==> config.mk <==
export PLATFORM = sky130hd
export DESIGN_NAME = dff_share_arb
export DESIGN_NICKNAME = d
export VERILOG_FILES = /design/src/rtl/dff_share_arb.sv
export SDC_FILE = /design/constraint.sdc
export NUM_CORES = 1
export LEC_CHECK = 0
export ABC_AREA = 0
export CORE_MARGIN = 4
export CORE_UTILIZATION = 44
export CTS_BUF_LIST = sky130_fd_sc_hd__clkbuf_4 sky130_fd_sc_hd__clkbuf_8
export CTS_CLUSTER_DIAMETER = 40
export DETAILED_ROUTE_END_ITERATION = 16
export PLACE_DENSITY = 0.86
export SLEW_MARGIN = 15
export SYNTH_ARGS = -nofsm -noshare
export SYNTH_HDL_FRONTEND = slang
export SYNTH_SLANG_ARGS = --single-unit
==> constraint.sdc <==
create_clock -name C -period 1.6 [get_ports C]
set_input_delay 0.24 -clock C [delete_from_list [all_inputs] [get_ports C]]
set_output_delay 0.24 -clock C [all_outputs]
set_load 0.02 [all_outputs]
==> src/rtl/dff_share_arb.sv <==
// Shared WIDTH-bit storage register arbitrated between two writers.
// Round-robin on contention, optional settle gap after each load.
module dff_share_arb #(
  parameter int WIDTH  = 8,
  parameter int SETTLE = 1
) (
  input  logic             C,
  input  logic             nR,
  input  logic [1:0]       req,
  input  logic [WIDTH-1:0] wd0,
  input  logic [WIDTH-1:0] wd1,
  output logic [1:0]       gnt,
  output logic [1:0]       ack,
  output logic [WIDTH-1:0] Q,
  output logic [WIDTH-1:0] nQ,
  output logic             busy
);

  localparam logic [1:0] IDLE = 2'd0;
  localparam logic [1:0] LOAD = 2'd1;
  localparam logic [1:0] SETL = 2'd2;

  // Last count value of the settle gap; unused when SETTLE is 0.
  localparam logic [3:0] LAST =
    (SETTLE > 0) ? 4'(SETTLE - 1) : 4'd0;

  logic [1:0]       state;
  logic             sel;
  logic             ptr;
  logic [3:0]       cnt;
  logic             pick;
  logic             hit;
  logic [WIDTH-1:0] wd_sel;

  // Requester chosen for a new grant; pointer breaks ties.
  always_comb begin
    pick = 1'b0;
    unique case (1'b1)
      (req == 2'b11): pick = ptr;
      (req == 2'b10): pick = 1'b1;
      default:        pick = 1'b0;
    endcase
  end

  // Granted requester's data and its request still being held.
  always_comb begin
    wd_sel = sel ? wd1 : wd0;
    hit    = req[sel];
  end

  // Arbitration state, shared register and handshake outputs.
  always_ff @(posedge C or negedge nR) begin
    if (!nR) begin
      state <= IDLE;
      sel   <= 1'b0;
      ptr   <= 1'b0;
      cnt   <= 4'd0;
      gnt   <= 2'b00;
      ack   <= 2'b00;
      Q     <= '0;
    end else begin
      ack <= 2'b00;
      case (state)
        IDLE: begin
          if (|req) begin
            state <= LOAD;
            sel   <= pick;
            gnt   <= pick ? 2'b10 : 2'b01;
          end
        end
        LOAD: begin
          gnt <= 2'b00;
          if (hit) begin
            Q   <= wd_sel;
            ack <= sel ? 2'b10 : 2'b01;
            ptr <= ~sel;
            if (SETTLE > 0) begin
              state <= SETL;
              cnt   <= 4'd0;
            end else begin
              state <= IDLE;
            end
          end else begin
            state <= IDLE;
          end
        end
        SETL: begin
          if (cnt == LAST) begin
            state <= IDLE;
          end else begin
            cnt <= cnt + 4'd1;
          end
        end
        default: begin
          state <= IDLE;
          gnt   <= 2'b00;
        end
      endcase
    end
  end

  // Complement and status follow the registers combinationally.
  always_comb begin
    nQ   = ~Q;
    busy = (state != IDLE);
  end

endmodule

==> impl_metrics.csv, run 1 <==
group,metric,value,unit
clock_network,cts_tree,"done",
final_layout,nets,158,
sta,finalSetupViolations,0,
final_layout,diodes,0,
worst_setup_path,crit_arrival,1.29,ns
outcome,status,"completed",
worst_setup_path,worstPathRequired,1.36,ns
floorplanning,io_pins,41,
clock_network,clockBufferDepth,2,
power_and_ir_drop,power_density,1800,nW/um^2
sta,hold_violations,0,
route,totalWireLength,2250,um
worst_setup_path,cp-startpoint,"state[0]",
worst_setup_path,critPathCapture,"busy",
route,avgViaCountPerCell,5.09,
floorplanning,initial_core_util,48.2,%
global_route,first_global_vias,844,
sta,min_period_over_period,95.8,%
sta,min_period,1.53,ns
worst_setup_path,criticalPathCategory,"flip-flop to primary output",
final_layout,drive_gt1_share,8.96,%
logic_synthesis,ys_ff_latch,20,
floorplanning,fp.dieW,55.5,um
logic_synthesis,ys_top_cells_by_area,"dfrtp_1 (50%), mux2i_1 (16%), inv_1 (4.5%)",
power_and_ir_drop,ir_worst_vdd,0.00111,V
job,drv_cap,0,
final_layout,fin_util,70.9,%
final_layout,post-route-cell-area,1460,sq um
clock_network,post_cts_buffers,0,
clock_network,clk_latency,0.30,ns
floorplanning,die_area,3090,sq um
hold_path,hold_class,"input port to asynchronous set/reset pin",
clock_network,cts_buffers,3,
placement,dpl.hpwl,1760,um
worst_setup_path,crit_fanout,5,
sta,tightest_slew,0.408,ns
worst_setup_path,r2r_end,"Q[2]",
logic_synthesis,yosysSeqAreaShare,50.3,%
placement,port_buffers,40,
floorplanning,die_h,55.5,um
logic_synthesis,yosys_warnings,0,
global_route,grt_start_max_net_pins,21,
sta,whs,0.267,ns
final_layout,num-fill-cells,156,
sta,max_slew_margin,72.8,%
logic_synthesis,syn_inst,89,
worst_setup_path,cp_cell_sequence,"nor2_2 > inv_1 > dlygate4sd2_1",
worst_setup_path,end_kind,"primary output",
global_route,grt_use_total,15.6,%
clock_network,clk_transition_reported_paths,0.10,ns
logic_synthesis,yosys.area.top_type,"dfrtp_1",
logic_synthesis,syn_nets,111,
clock_network,cts_root_buf,"clkbuf_4",
global_route,antenna_found_initial,0,
route,dr.pass1.iters,3,
worst_setup_path,max_stage_delay,0.44,ns
logic_synthesis,synth_top_cell_area_share,50.3,%
route,ant_nets,0,
placement,place.gp.congestion,0.817,
logic_synthesis,synth_area,995,sq um
floorplanning,core,2060,sq um
worst_setup_path,r2r-start,"state[1]",
sta,skew,0.00507,ns
clock_network,h-tree-depth,1,
worst_setup_path,regToRegSetupSlack,0.12,ns
sta,fmax,0.653,GHz
placement,placed_area,1450,sq um
power_and_ir_drop,leakagePower,0.675,nW
global_route,grt_pass1_wl,3740,um
logic_synthesis,syn_avg_cell_area,11.2,sq um
final_layout,layout_commonest_cell,"clkdlybuf4s50_1",
sta,fin_setup_tns,0,ns
global_route,overflow,0,
route,num_vias,819,
clock_network,clock_sinks,20,
route,drt-initial-drc-count,4,
worst_setup_path,reg2reg_depth,4,
final_layout,mostFrequentLayoutCells,"clkdlybuf4s50_1 (31), dfrtp_1 (20), mux2i_1 (16)",
route,wl_per_cell,14.0,um
worst_setup_path,crit_path_top_delay_cell,"dfrtp_1",
final_layout,area_delta_synth_final,47.0,%
floorplanning,fp-row-count,16,
route,route.detailed.drc,0,
worst_setup_path,cp-start-kind,"flip-flop",
sta,slew_violations,0,
logic_synthesis,yosysUniqueCellTypes,25,
-- stage by stage --
| stage | worst slack [ns] | instances | total power, W |
|---|---|---|---|
| floorplan | 0.434 | 89 | 0.00177 |
| global placement | 0.126 | 158 | 0.00247 |
| detailed placement | 0.0415 | 158 | 0.00251 |
| CTS | 0.0489 | 161 | 0.00266 |
| global route | -0.00185 | 161 | 0.00282 |
| finish | 0.0676 | 161 | 0.00264 |
-- worst max-delay path: cells and delay by family, from the launching register on --
family	cells	cell delay (ns)
flops	1	0.44
buf+inv	2	0.41
simple gates	1	0.15
-- cell usage after synthesis (all sizes together) --
cell	number
a211o	1
a21oi	3
a22oi	1
a31oi	1
buf	2
dfrtp	20
ha	2
inv	12
mux2i	17
nand2	3
nand2b	6
nand3	1
nand3b	1
nor2	7
nor2b	1
nor3	1
nor3b	1
o21ai	3
o21bai	2
o22ai	2
o2bb2ai	1
xor2	1
-- what timing repair did --
action | in CTS | in global routing
endpoints found under the setup margin | 9 | 1
hold buffers | 0 | 0
gates cloned | 0 | 0
resized for setup | 9 | 1
-- flip-flops by register name, summed over array words and instances, names as in the netlist --
register	flops
gnt	2
state	2
sel	1
Q	8
ack	2
ptr	1
cnt	4
-- cell families after synthesis --
kind of cell / Yosys count / synth area share (%)
XOR/XNOR: 1 / 0.881
multiplexers: 17 / 18.4
adder cells (fa/ha/maj): 2 / 2.52
buffers and inverters: 14 / 5.53
AO/OA/AOI/OAI: 14 / 9.56
flip-flops: 20 / 50.3
AND/OR/NAND/NOR: 21 / 12.8
-- routing by layer --
layer / up-vias / share of wire (%) / GRT usage, %
met3: 4 / 7.9 / 5.36
met2: 34 / 50 / 26.9
li1: 389 / - / -
met5: - / 0 / 0
met1: 392 / 41 / 16.9
met4: 0 / 1.8 / 7.29
-- report_power, final --
part	switching [W]	internal, W
clock	0.000141	0.0000877
sequential	0.000145	0.000706
combinational	0.000855	0.000703
-- how the worst min path moves through the flow --
stage                  start      to  cells after the start
finish                    nR     sel                      2
global route              nR  gnt[1]                      2
CTS                       nR     sel                      2
detailed placement  state[0]  gnt[0]                      1
global placement    state[0]  gnt[0]                      1
floorplan                 nR    Q[0]                      0
-- layout make-up --
cell class / instances / area [sq um] / area share [%]
multi-input cells: 55 / 442 / 30.2
repair buffers: 44 / 419 / 28.7
clock buffers: 3 / 22.5 / 1.54
inverters: 12 / 45.0 / 3.08
well taps: 27 / 33.8 / 2.31
flip-flops and latches: 20 / 500 / 34.2
Note: power is estimated with default switching activity, not from simulation.
==> inputs of run 2 (changes only) <==
--- a/config.mk
+++ b/config.mk
@@ -11,6 +11,7 @@
 export CTS_BUF_LIST = sky130_fd_sc_hd__clkbuf_4 sky130_fd_sc_hd__clkbuf_8
 export CTS_CLUSTER_DIAMETER = 40
 export DETAILED_ROUTE_END_ITERATION = 16
+export HOLD_SLACK_MARGIN = 0.02
 export PLACE_DENSITY = 0.86
 export SLEW_MARGIN = 15
 export SYNTH_ARGS = -nofsm -noshare
==> results of run 2 <==
Same layout as run 1: the final DEF is identical, and so are final timing and power.
